### config.mk
export PLATFORM = sky130hd
export DESIGN_NAME = pipe_skid_reg
export DESIGN_NICKNAME = d
export VERILOG_FILES = /design/src/rtl/pipe_skid_reg.sv
export SDC_FILE = /design/constraint.sdc
export NUM_CORES = 1
export LEC_CHECK = 0
export CAP_MARGIN = 20
export CORE_UTILIZATION = 53
export DETAILED_ROUTE_END_ITERATION = 6
export MAX_ROUTING_LAYER = met4
export PLACE_DENSITY = 0.85
export SYNTH_ARGS = -nofsm -noshare
export SYNTH_HDL_FRONTEND = slang
export SYNTH_SLANG_ARGS = --single-unit
### constraint.sdc
create_clock -name clk -period 5.48 [get_ports clk]
set_clock_uncertainty 0.05 [all_clocks]
set_input_delay 0.822 -clock clk [delete_from_list [all_inputs] [get_ports clk]]
set_output_delay 0.822 -clock clk [all_outputs]
set_load 0.05 [all_outputs]
### src/rtl/pipe_skid_reg.sv
`default_nettype none
// ============================================================================
// Module   : pipe_skid_reg
// Purpose  : Pipeline inter-stage register, valid/ready handshake with a
//            one-entry skid buffer and synchronous flush. Optional saturating
//            backpressure counter enabled by macro PIPE_SKID_STALL_CNT_EN.
// Revision : 1.0 - initial release
// ============================================================================
module pipe_skid_reg #(
  parameter int               WIDTH       = 32,
  parameter logic [WIDTH-1:0] RESET_VALUE = '0,
  parameter int               CNT_WIDTH   = 16
) (
  input  logic                 clk,
  input  logic                 rst,
  input  logic                 flush,
  input  logic                 in_valid,
  output logic                 in_ready,
  input  logic [WIDTH-1:0]     in_data,
  output logic                 out_valid,
  input  logic                 out_ready,
`ifdef PIPE_SKID_STALL_CNT_EN
  output logic [WIDTH-1:0]     out_data,
  output logic [CNT_WIDTH-1:0] stall_cnt
`else
  output logic [WIDTH-1:0]     out_data
`endif
);

  localparam logic [1:0] ST_EMPTY = 2'b00;
  localparam logic [1:0] ST_BUSY  = 2'b01;
  localparam logic [1:0] ST_FULL  = 2'b11;

  logic             r_main_v;
  logic             r_skid_v;
  logic             r_in_ready;
  logic [WIDTH-1:0] r_main_data;
  logic [WIDTH-1:0] r_skid_data;

  logic       w_in_fire;
  logic       w_out_fire;
  logic [1:0] w_state;

  assign w_in_fire  = in_valid & r_in_ready;
  assign w_out_fire = r_main_v & out_ready;
  assign w_state    = {r_skid_v, r_main_v};

  assign out_valid = r_main_v;
  assign out_data  = r_main_data;
  // Dedicated flop (always equal to !r_skid_v) keeps in_ready free of logic.
  assign in_ready  = r_in_ready;

  always_ff @(posedge clk or posedge rst) begin
    if (rst) begin
      r_main_v    <= 1'b0;
      r_skid_v    <= 1'b0;
      r_in_ready  <= 1'b1;
      r_main_data <= RESET_VALUE;
      r_skid_data <= RESET_VALUE;
    end else if (flush) begin
      r_main_v   <= 1'b0;
      r_skid_v   <= 1'b0;
      r_in_ready <= 1'b1;
    end else begin
      case (w_state)
        ST_EMPTY: begin
          if (w_in_fire) begin
            r_main_data <= in_data;
            r_main_v    <= 1'b1;
          end
        end
        ST_BUSY: begin
          if (w_in_fire && w_out_fire) begin
            r_main_data <= in_data;
          end else if (w_in_fire) begin
            r_skid_data <= in_data;
            r_skid_v    <= 1'b1;
            r_in_ready  <= 1'b0;
          end else if (w_out_fire) begin
            r_main_v <= 1'b0;
          end
        end
        ST_FULL: begin
          if (w_out_fire) begin
            r_main_data <= r_skid_data;
            r_skid_v    <= 1'b0;
            r_in_ready  <= 1'b1;
          end
        end
        default: begin
          // Unreachable encoding: recover to an empty, accepting register.
          r_main_v   <= 1'b0;
          r_skid_v   <= 1'b0;
          r_in_ready <= 1'b1;
        end
      endcase
    end
  end

`ifdef PIPE_SKID_STALL_CNT_EN
  logic [CNT_WIDTH-1:0] r_stall_cnt;

  assign stall_cnt = r_stall_cnt;

  always_ff @(posedge clk or posedge rst) begin
    if (rst) begin
      r_stall_cnt <= '0;
    end else if (r_main_v && !out_ready && (r_stall_cnt != {CNT_WIDTH{1'b1}})) begin
      r_stall_cnt <= r_stall_cnt + 1'b1;
    end
  end
`else
  logic [CNT_WIDTH-1:0] w_unused_cnt;
  assign w_unused_cnt = '0;
`endif

endmodule
`default_nettype wire

==> summary.txt, run 1 <==
Status
  – Outcome: completed

Floorplan
  – Die H: 77.66 um
  – Starting density of the core: 0.5510
  – I/O pins: 71
  – Core region area: between 0.005 and 0.006 mm2
  – Die ar.: 0.006031 mm2
  – Cell row count: 27
  – X dimension of the die: about 78 um

Timing
  – Post-layout min period: 2.762 ns
  – Number of failing setup endpoints in the final timing report: 0
  – Setup TNS after final layout: 0 ns
  – Fin crit share: 0.5040
  – Unrepaired setup endpoints after global routing: false
  – Hold Slack: 0.4579 ns
  – Hold Violations, Final: 0
  – Worst path setup slack after routing: 2.718 ns
  – Worst-case headroom to the max-slew limit: 0.4495
  – Maximum operating frequency: around 360 MHz
  – Worst-margin pin slew: 0.8258 ns
  – Slew Limit Fails: 0

Detailed routing
  – Final wirelength: 5.548 mm
  – Via count: 1739
  – Remaining number of nets flagged by the antenna check after routing: 0
  – Number of search-and-repair iterations in the first detailed-routing pass: 4
  – Post-route DRC violation count: 0
  – Iteration-0 DRC count of the detailed router: between 60 and 70
  – Number of vias per cell: roughly 5
  – Detailed-route wire length per cell: about 16 um

Final layout
  – # diodes: 0
  – Layout Area Growth over Synthesis: 32.74%
  – Fraction of final layout cells with drive strength greater than 1: 0.4549
  – Non-filler instance count after layout: about 340
  – Area taken by flip-flops and latches: 0.001678 mm2
  – Area of the multi-input gates: 0.001295 mm2
  – Number of nets in the layout: 298
  – Number of filler instances in the final layout: 371

Clocking
  – Number of buffers on the longest clock path: 2
  – Post-cts sizing count: 0
  – CTS tree: done
  – Clk Latency, worst-skew pair: 0.33 ns
  – Clock slew at reported path FFs: 0.07 ns
  – Post-CTS Setup Inserts: 0
  – Post-CTS Hold Fix Bufs: 0
  – Count of H-tree levels built during CTS: 3
  – Number of clock buffers inserted by TritonCTS: 9
  – Number of clock sinks: 67
  – Root buffer cell: sky130_fd_sc_hd__clkbuf_8

Global route
  – Total gr overflow: 0
  – Wire length of the first global-routing pass: 9.570 mm
  – Number of global-route vias before repair: 1946
  – Maximum number of pins on one net before global-route repair: 68
  – Initial antenna violation count: 0
  – Global-route total usage across every layer: 0.2172

Worst setup path
  – Crit Reg-Reg Endpoint: out_data[18]
  – Critical Path Source Type: input pin
  – Setup slack, reg-to-reg: 3.21 ns
  – Worst endpoint required time: 5.65 ns
  – Kind of end point of the critical path: flop
  – Worst R2R Path Depth: 4
  – Critical path peak fanout: 20
  – Worst setup path category: input pin to flop
  – Critical Path AT: 2.93 ns
  – Reg-to-Reg Start: in_ready

Power and ir drop
  – Leakage power figure: about 0.0018 uW
  – Worst VDD drop: 0.2958 mV
  – Power per cell area: between 400 and 500 mW/mm2

Placement
  – Setup slack at placement: 2.334 ns
  – Total half-perimeter wirelength after legalization and detailed placement: 3.547 mm
  – Placed Instances: 322
  – # port buffers: 70
  – Global placement routability congestion: 0.7533

Synth
  – Register bit total from synthesis: 67
  – Yosys warnings: 0
  – Cells taking the most area after synthesis: sky130_fd_sc_hd__dfrtp_1 54%, sky130_fd_sc_hd__mux2_2 25%, sky130_fd_sc_hd__mux2_4 14%, sky130_fd_sc_hd__buf_6 1.1%, sky130_fd_sc_hd__dfstp_2 0.87%
  – Post-Syn Area: 0.003034 mm2
  – Post-synth net total: 223
  – Proportion of netlist area held by the largest area contributor: 0.5443
  – Average size of a mapped cell: 16.31 um2
  – Number of instances in the synthesized netlist: ~190
  – Synth unique cells: 18
  – Library cell occupying the most area in the post-synthesis netlist: sky130_fd_sc_hd__dfrtp_1
  – Sequential element share of the synthesized area: 0.5530

Hold path
  – Worst Hold Launch: r_skid_data[30]
  – Hold Path Cell Cnt: 1
  – Hold WC Path Type: flop to flop
  – Hold-critical path endpoint: r_skid_data[30]

Job
  – Maximum Capacitance Violations: 0
[state kept, by name, summed over array words and instances (netlist names)]
signal,count
out_data,32
r_skid_data,32
in_ready,1
out_valid,1
r_skid_v,1
[cell usage in the layout (no fill, tap or decap), types with 2 or more instances in the layout]
cell / synthesis / routed
sky130_fd_sc_hd__clkbuf_8: 0 / 10
sky130_fd_sc_hd__buf_4: 0 / 4
sky130_fd_sc_hd__dfrtp_1: 66 / 66
sky130_fd_sc_hd__a21oi_1: 2 / 2
sky130_fd_sc_hd__clkdlybuf4s50_1: 0 / 70
sky130_fd_sc_hd__clkinvlp_4: 0 / 2
sky130_fd_sc_hd__mux2_2: 67 / 67
sky130_fd_sc_hd__bufinv_16: 0 / 2
sky130_fd_sc_hd__mux2_4: 29 / 29
[per-layer routing]
metal | wire [um] | share of wire | track usage
met5 | 0 | 0 | -
met3 | 292 | 0.053 | 0.07059
met4 | 22 | 0.0040 | 0.05660
met1 | 2566 | 0.46 | 0.2759
met2 | 2667 | 0.48 | 0.3372
[through the flow]
step	power (uW)	instance area, um2	util
after floorplan	1032	3034	-
after detailed placement	1206	3801	0.6903
after global placement	1193	3801	0.6903
final	1648	4028	0.7314
after CTS	1664	4028	0.7314
after global routing	1722	4028	0.7314
[worst max-delay path by stage]
stage / start / to / depth (start not counted)
global placement: out_ready / out_data[5] / 5
CTS: out_ready / out_data[7] / 5
floorplan: rst / out_data[0] / 1
global route: out_ready / out_data[7] / 5
finish: out_ready / out_data[18] / 5
detailed placement: out_ready / out_data[0] / 5
[where the power goes]
group	switching, uW	internal (uW)	total (uW)
Clock	182	268	451
Combinational	269	247	516
Sequential	67.2	614	682
Total	519	1130	1650
[critical path: stages]
cell	delay [ns]
sky130_fd_sc_hd__clkdlybuf4s50_1	0.55
sky130_fd_sc_hd__inv_1	0.10
sky130_fd_sc_hd__a221oi_4	0.66
sky130_fd_sc_hd__buf_4	0.41
sky130_fd_sc_hd__mux2_2	0.38
[layout make-up]
| class | count | area share |
|---|---|---|
| Clock inverter | 6 | 0.02206 |
| Inverter | 2 | 0.001864 |
| Timing Repair Buffer | 74 | 0.1814 |
| Clock buffer | 10 | 0.03417 |
| Sequential cell | 67 | 0.4166 |
| Multi-Input combinational cell | 107 | 0.3215 |
| Tap cell | 72 | 0.02237 |
[cell usage after synthesis]
cell type	count
sky130_fd_sc_hd__a21oi_1	2
sky130_fd_sc_hd__a221oi_2	1
sky130_fd_sc_hd__buf_2	4
sky130_fd_sc_hd__buf_6	3
sky130_fd_sc_hd__clkbuf_1	3
sky130_fd_sc_hd__dfrtp_1	66
sky130_fd_sc_hd__dfstp_2	1
sky130_fd_sc_hd__inv_1	2
sky130_fd_sc_hd__mux2_2	67
sky130_fd_sc_hd__mux2_4	29
sky130_fd_sc_hd__nand2_1	1
sky130_fd_sc_hd__nand3b_1	1
sky130_fd_sc_hd__nand3b_4	1
sky130_fd_sc_hd__nor3b_1	1
sky130_fd_sc_hd__o21ai_0	1
sky130_fd_sc_hd__o21bai_1	1
sky130_fd_sc_hd__o31ai_1	1
sky130_fd_sc_hd__or4b_1	1
[logic make-up (layout without fill, tap and decap cells)]
logic type,Yosys count,count (layout),share of synthesized area
mux,96,96,0.3922
flops,67,67,0.5530
buf+inv,12,92,0.02392
compound gates,6,6,0.01484
simple gates,5,5,0.01608
No activity file was read; power rests on OpenSTA's default activity.
==> run 2, diff against run 1 <==
- CORE_UTILIZATION: 53 -> 50
- PLACE_DENSITY: 0.85 -> 0.81
- clock period: 5.48 -> 2.83 ns (I/O delays scaled with it)
==> summary.txt, run 2 (same netlist as run 1, synthesis figures left out) <==
Floorplan
  – Die ar.: 0.006384 mm2 (was 0.006031 mm2)
  – Starting density of the core: 0.5155 (was 0.5510)
  – Cell row count: 28 (was 27)
  – X dimension of the die: 79.90 um (was 77.66 um)
  – I/O pins: 71 (unchanged)
  – Core region area: 0.005886 mm2 (was 0.005507 mm2)
  – Die H: 79.90 um (was 77.66 um)

Worst setup path
  – Critical path buffers and inverters: 1 (was 3)
  – Critical Path Source Type: flop (was input pin)
  – Critical path peak fanout: 4 (was 20)
  – Worst setup path category: flop to output pin (was input pin to flop)
  – Worst endpoint required time: 2.36 ns (was 5.65 ns)
  – Slowest stage delay, CP: 0.81 ns (was 0.66 ns)
  – Slowest library cell on the worst path: sky130_fd_sc_hd__clkdlybuf4s50_1 (was sky130_fd_sc_hd__a221oi_4)
  – Worst R2R Path Depth: 4 (unchanged)
  – Critical Path AT: 1.72 ns (was 2.93 ns)
  – Crit Reg-Reg Endpoint: r_skid_data[23] (was out_data[18])
  – Worst-path cell chain: clkdlybuf4s50_1 (was clkdlybuf4s50_1, inv_1, a221oi_4, buf_4, mux2_2)
  – Setup slack, reg-to-reg: 0.75 ns (was 3.21 ns)
  – Cell family with the largest share of critical-path delay: buffers and inverters (unchanged)
  – Kind of end point of the critical path: output pin (was flop)
  – Reg-to-Reg Start: in_ready (unchanged)

Clocking
  – Clock slew at reported path FFs: 0.07 ns (about the same)
  – Number of clock buffers inserted by TritonCTS: 9 (unchanged)
  – Number of clock sinks: 67 (unchanged)
  – Root buffer cell: sky130_fd_sc_hd__clkbuf_8 (unchanged)
  – Number of buffers on the longest clock path: 2 (unchanged)
  – Post-cts sizing count: 0 (unchanged)
  – Post-CTS Hold Fix Bufs: 0 (unchanged)
  – Clk Latency, worst-skew pair: 0.33 ns (about the same)
  – CTS tree: done (unchanged)
  – Post-CTS Setup Inserts: 0 (unchanged)
  – Count of H-tree levels built during CTS: 3 (unchanged)

Power and ir drop
  – Power per cell area: 769.8 mW/mm2 (was 409.2 mW/mm2)
  – Power Total: 3116 uW (was 1648 uW)
  – Leakage power figure: 0.001811 uW (was 0.001797 uW)
  – Worst VDD drop: 0.4576 mV (was 0.2958 mV)

Timing
  – Maximum operating frequency: 455.8 MHz
  – Fin crit share: 0.7753
  – Worst-margin pin slew: 0.5286 ns (was 0.8258 ns)
  – Number of failing setup endpoints in the final timing report: 0 (unchanged)
  – Slew Limit Fails: 0 (unchanged)
  – Post-layout min period: about 2.2 ns
  – Unrepaired setup endpoints after global routing: false (unchanged)
  – Setup TNS after final layout: 0 ns (unchanged)
  – Hold Violations, Final: 0 (unchanged)
  – Worst-case headroom to the max-slew limit: 0.6465 (was 0.4495)

Job
  – Maximum Capacitance Violations: 0 (unchanged)

Global route
  – Maximum number of pins on one net before global-route repair: 68 (unchanged)
  – Number of global-route vias before repair: 1834 (was 1946)
  – Wire length of the first global-routing pass: 9.032 mm (was 9.570 mm)
  – Total gr overflow: 0 (unchanged)
  – Global-route total usage across every layer: 0.1946 (was 0.2172)
  – Initial antenna violation count: 0 (unchanged)

Final layout
  – Number of filler instances in the final layout: 422 (was 371)
  – Fraction of final layout cells with drive strength greater than 1: 0.4590 (was 0.4549)
  – Commonest non-fill, non-tap cell in the layout: sky130_fd_sc_hd__clkdlybuf4s50_1 (unchanged)
  – # diodes: 0 (unchanged)
  – Layout Area Growth over Synthesis: 33.40% (was 32.74%)
  – Number of nets in the layout: 300 (was 298)
  – Commonest cells after routing, fill and taps aside: 70 x sky130_fd_sc_hd__clkdlybuf4s50_1, 67 x sky130_fd_sc_hd__mux2_2, 66 x sky130_fd_sc_hd__dfrtp_1, 29 x sky130_fd_sc_hd__mux2_4, 10 x sky130_fd_sc_hd__clkbuf_8 (unchanged)

Detailed routing
  – Iteration-0 DRC count of the detailed router: 56 (was 61)
  – Remaining number of nets flagged by the antenna check after routing: 0 (unchanged)
  – Final wirelength: 5.656 mm (was 5.548 mm)
  – Number of vias per cell: 5.230 (was 5.145)
  – Detailed-route wire length per cell: 16.49 um (was 16.41 um)
  – Number of search-and-repair iterations in the first detailed-routing pass: 6 (was 4)
  – Via count: 1794 (was 1739)
  – Post-route DRC violation count: 0 (unchanged)

Hold path
  – Hold WC Path Type: input pin to asynchronous set/reset pin (was flop to flop)

Placement
  – Global placement routability congestion: 0.7296 (was 0.7533)
  – # port buffers: 70 (unchanged)
  – Total half-perimeter wirelength after legalization and detailed placement: 3.676 mm (was 3.547 mm)

Status
  – Outcome: completed (unchanged)
## run 2: changes by cell type in the layout (fill, tap and decap cells not counted)
| cell | change |
|---|---|
| sky130_fd_sc_hd__buf_12 | +2 |
| sky130_fd_sc_hd__bufinv_16 | -1 |
| sky130_fd_sc_hd__clkinv_2 | +1 |
| sky130_fd_sc_hd__clkinv_4 | +1 |
| sky130_fd_sc_hd__clkinvlp_4 | -1 |
## run 2: worst max-delay path by stage
stage | endpoint | depth (start not counted) | start
finish | in_ready | 1 | in_ready
detailed placement | r_skid_data[13] | 5 | in_valid
global placement | r_skid_data[7] | 5 | in_valid
CTS | in_ready | 1 | in_ready
global route | in_ready | 1 | in_ready
floorplan | out_data[0] | 1 | rst
## run 2: layer usage
layer,part of all wire,GRT usage,up-vias,wire [um]
li1,-,-,826,-
met1,0.46,0.2553,918,2579
met2,0.50,0.3000,48,2803
met3,0.045,0.05143,2,257
met4,0.0027,0.05357,0,15
met5,0,-,-,0
## run 2: through the flow
step	hold WS [ns]	utilization	setup WS [ns]	cell area (um2)	cells
after floorplan	0.4253	-	0.6740	3034	186
after global placement	0.4353	0.6533	0.3937	3845	327
after detailed placement	0.4426	0.6533	0.3348	3845	327
after CTS	0.4327	0.6877	0.6181	4048	343
after global routing	0.4526	0.6877	0.5899	4048	343
final	0.4180	0.6877	0.6360	4048	343
## run 2: final cells by class
cell class              instances  area, um2  area share
flip-flops and latches         67       1678      0.4145
well taps                      75      93.84     0.02318
inverters                       2      7.507    0.001855
repair buffers                 76      770.7      0.1904
clock buffers                  10      137.6     0.03400
multi-input cells             107       1295      0.3199
clock inverters                 6      65.06     0.01607
## run 2: power breakdown
part           total [uW]  leakage (uW)  switching, uW  internal [uW]
Clock                 794      0.000102            364            431
Sequential           1320      0.000807            126           1190
Combinational        1010      0.000902            524            482
==> run 3, diff against run 2 <==
- CORE_UTILIZATION: 50 -> 45
- PLACE_DENSITY: 0.81 -> 0.77
- clock period: 2.83 -> 1.8 ns (I/O delays scaled with it)
==> summary.txt, run 3 (same netlist as run 1, synthesis figures left out) <==
Floorplan
  – Core region area: 0.006422 mm2 (was 0.005886 mm2)
  – I/O pins: 71 (unchanged)
  – Die H: 84.12 um (was 79.90 um)
  – Cell row count: 29 (was 28)
  – X dimension of the die: 84.12 um (was 79.90 um)
  – Starting density of the core: 0.4724 (was 0.5155)
  – Die ar.: 0.007075 mm2 (was 0.006384 mm2)

Clocking
  – CTS tree: done (unchanged)
  – Number of clock buffers inserted by TritonCTS: 9 (unchanged)
  – Number of buffers on the longest clock path: 2 (unchanged)
  – Clk Latency, worst-skew pair: 0.35 ns (was 0.33 ns)
  – Count of H-tree levels built during CTS: 3 (unchanged)
  – Number of clock sinks: 67 (unchanged)
  – Root buffer cell: sky130_fd_sc_hd__clkbuf_8 (unchanged)
  – Post-CTS Hold Fix Bufs: 0 (unchanged)
  – Clock slew at reported path FFs: 0.08 ns (was 0.07 ns)

Detailed routing
  – Via count: 1875 (was 1794)
  – Iteration-0 DRC count of the detailed router: 69 (was 56)
  – Number of search-and-repair iterations in the first detailed-routing pass: 6 (unchanged)
  – Number of vias per cell: 5.267 (was 5.230)
  – Final wirelength: 6.344 mm (was 5.656 mm)
  – Detailed-route wire length per cell: 17.82 um (was 16.49 um)
  – Met3 wirelength from detailed routing: 285 um (was 257 um)
  – Post-route DRC violation count: 12 (was 0)
  – Wire length on met2: 3.066 mm (was 2.803 mm)
  – Remaining number of nets flagged by the antenna check after routing: 0 (unchanged)
  – Top Layer Used: met4 (unchanged)
  – Routed length on met1: 2.849 mm (was 2.579 mm)

Placement
  – Total half-perimeter wirelength after legalization and detailed placement: 3.934 mm (was 3.676 mm)
  – Global placement routability congestion: 0.7229 (was 0.7296)
  – Setup slack at placement: -0.4913 ns (was 0.3348 ns)
  – DP Area: 0.003894 mm2 (was 0.003845 mm2)
  – # port buffers: 70 (unchanged)

Timing
  – Worst-case headroom to the max-slew limit: 0.6733 (was 0.6465)
  – Fin crit share: 1.073
  – Slew Limit Fails: 0 (unchanged)
  – Unrepaired setup endpoints after global routing: true (was false)
  – Maximum operating frequency: between 500 and 600 MHz
  – Post-layout min period: 1.932 ns
  – Hold Violations, Final: 0 (unchanged)
  – Worst path setup slack after routing: -0.1317 ns (was 0.6360 ns)
  – Hold Slack: 0.2138 ns (was 0.4180 ns)
  – Number of failing setup endpoints in the final timing report: 64 (was 0)
  – Worst-margin pin slew: 0.4920 ns (was 0.5286 ns)

Global route
  – Initial antenna violation count: 0 (unchanged)
  – Total gr overflow: 0 (unchanged)
  – Maximum number of pins on one net before global-route repair: 32 (was 68)
  – Number of global-route vias before repair: 2089 (was 1834)
  – Global-route total usage across every layer: 0.2036 (was 0.1946)
  – Wire length of the first global-routing pass: 10.64 mm (was 9.032 mm)

Power and ir drop
  – Proportion of power drawn by combinational gates: 0.319 (was 0.323)
  – Net switching power figure: 1672 uW (was 1014 uW)
  – Sequential fraction of design power: 0.407 (was 0.422)
  – Power per cell area: 1192 mW/mm2 (was 769.8 mW/mm2)
  – Power Total: 5118 uW (was 3116 uW)
  – Worst VDD drop: 0.6723 mV (was 0.4576 mV)
  – Leakage power figure: 0.002032 uW (was 0.001811 uW)
  – Clock group share of total power: 0.273 (was 0.255)
  – Cell-internal power: 3446 uW (was 2102 uW)
  – Net Sw Frac: 0.3267 (was 0.3253)

Final layout
  – Area taken by flip-flops and latches: 0.001683 mm2 (was 0.001678 mm2)
  – Area of the multi-input gates: 0.001393 mm2 (was 0.001295 mm2)
  – Number of filler instances in the final layout: 449 (was 422)
  – Number of nets in the layout: 311 (was 300)
  – Commonest non-fill, non-tap cell in the layout: sky130_fd_sc_hd__dfrtp_1 (was sky130_fd_sc_hd__clkdlybuf4s50_1)
  – Fraction of final layout cells with drive strength greater than 1: 0.5591 (was 0.4590)
  – # diodes: 0 (unchanged)
  – Layout Area Growth over Synthesis: 41.53% (was 33.40%)
  – Post-route standard cell area excluding fillers: 0.004294 mm2 (was 0.004048 mm2)
  – Commonest cells after routing, fill and taps aside: 65 x sky130_fd_sc_hd__dfrtp_1, 54 x sky130_fd_sc_hd__mux2_4, 42 x sky130_fd_sc_hd__mux2_2, 36 x sky130_fd_sc_hd__clkdlybuf4s50_1, 27 x sky130_fd_sc_hd__buf_4 (was 70 x sky130_fd_sc_hd__clkdlybuf4s50_1, 67 x sky130_fd_sc_hd__mux2_2, 66 x sky130_fd_sc_hd__dfrtp_1, 29 x sky130_fd_sc_hd__mux2_4, 10 x sky130_fd_sc_hd__clkbuf_8)

Worst setup path
  – Critical Path AT: 2.11 ns (was 1.72 ns)
  – Worst-path cell chain: nand3b_4, or4b_4, buf_12, mux2_4 (was clkdlybuf4s50_1)
  – Critical path buffers and inverters: 1 (unchanged)
  – Slowest stage delay, CP: 0.63 ns (was 0.81 ns)
  – Critical Path Source Type: flop (unchanged)
  – Kind of end point of the critical path: flop (was output pin)
  – Slowest library cell on the worst path: sky130_fd_sc_hd__dfstp_4 (was sky130_fd_sc_hd__clkdlybuf4s50_1)
  – Worst endpoint required time: 1.98 ns (was 2.36 ns)
  – Cell family with the largest share of critical-path delay: flip-flops (was buffers and inverters)
  – Worst setup path category: flop to flop (was flop to output pin)
  – Critical path peak fanout: 17 (was 4)

Hold path
  – Hold WC Path Type: input pin to asynchronous set/reset pin (unchanged)

Status
  – Violated checks: DRC, setup timing
  – Outcome: complete, but fails checks (was completed)

Job
  – Maximum Capacitance Violations: 0 (unchanged)
[run 3: changes by cell type in the layout (fill, tap and decap cells not counted), moves of 2 or more]
cell                              delta
sky130_fd_sc_hd__buf_8               +2
sky130_fd_sc_hd__mux2_4             +25
sky130_fd_sc_hd__dlygate4sd2_1      +13
sky130_fd_sc_hd__buf_12              +5
sky130_fd_sc_hd__buf_4              +23
sky130_fd_sc_hd__clkdlybuf4s50_1    -34
sky130_fd_sc_hd__clkinv_2            -2
sky130_fd_sc_hd__clkinvlp_4          +2
sky130_fd_sc_hd__mux2_2             -25
[run 3: worst reg2reg max path, delay by kind of cell, from the launching register on]
family	cells	cell delay (ns)
AND/OR/NAND/NOR	2	0.61
flip-flops	1	0.63
multiplexers	1	0.32
buffers and inverters	1	0.20
[run 3: final cells by class]
class | instances | share of cell area
repair buffers | 87 | 0.2063
inverters | 2 | 0.002622
clock buffers | 9 | 0.02885
flip-flops and latches | 67 | 0.3919
well taps | 77 | 0.02244
clock inverters | 7 | 0.02360
multi-input cells | 107 | 0.3243
[run 3: through the flow]
stage                 util  setup TNS [ns]  instances
floorplan                -          -10.01        186
global placement    0.6063          -24.33        336
detailed placement  0.6063          -25.99        336
CTS                 0.6661          -5.822        356
global route        0.6686          -8.097        356
finish              0.6686          -6.248        356
[run 3: power groups by stage]
stage / Sequential (uW) / Clock [uW] / Combinational (uW)
CTS: 2080 / 1430 / 1630
finish: 2080 / 1400 / 1630
floorplan: 2610 / 0 / 538
detailed placement: 2100 / 0 / 1580
global placement: 2090 / 0 / 1550
global route: 2130 / 1490 / 1710
[run 3: final timing paths]
kind	depth (start not counted)	slack, ns	endpoint	startpoint
max in group asynchronous	3	1.01	r_skid_data[16]	rst
setup / recovery	4	-0.13	r_skid_data[26]	in_ready
hold / removal	2	0.21	r_skid_data[7]	rst
hold reg to reg	1	0.46	out_data[6]	out_data[6]
setup reg to reg	4	-0.13	r_skid_data[26]	in_ready
min in group clk	1	0.46	out_data[6]	out_data[6]
[run 3: per-layer routing]
| layer | global-route usage | vias to the layer above |
|---|---|---|
| li1 | - | 849 |
| met1 | 0.2601 | 950 |
| met2 | 0.3152 | 61 |
| met3 | 0.04154 | 15 |
| met4 | 0.08934 | 0 |
| met5 | - | - |
[run 3: what timing repair did]
item                                    in CTS  in global routing
setup buffers                                2                  0
cloned                                       2                  0
endpoints found under the setup margin      78                 64
pin swaps                                    1                  0
gates resized for setup                     48                  4
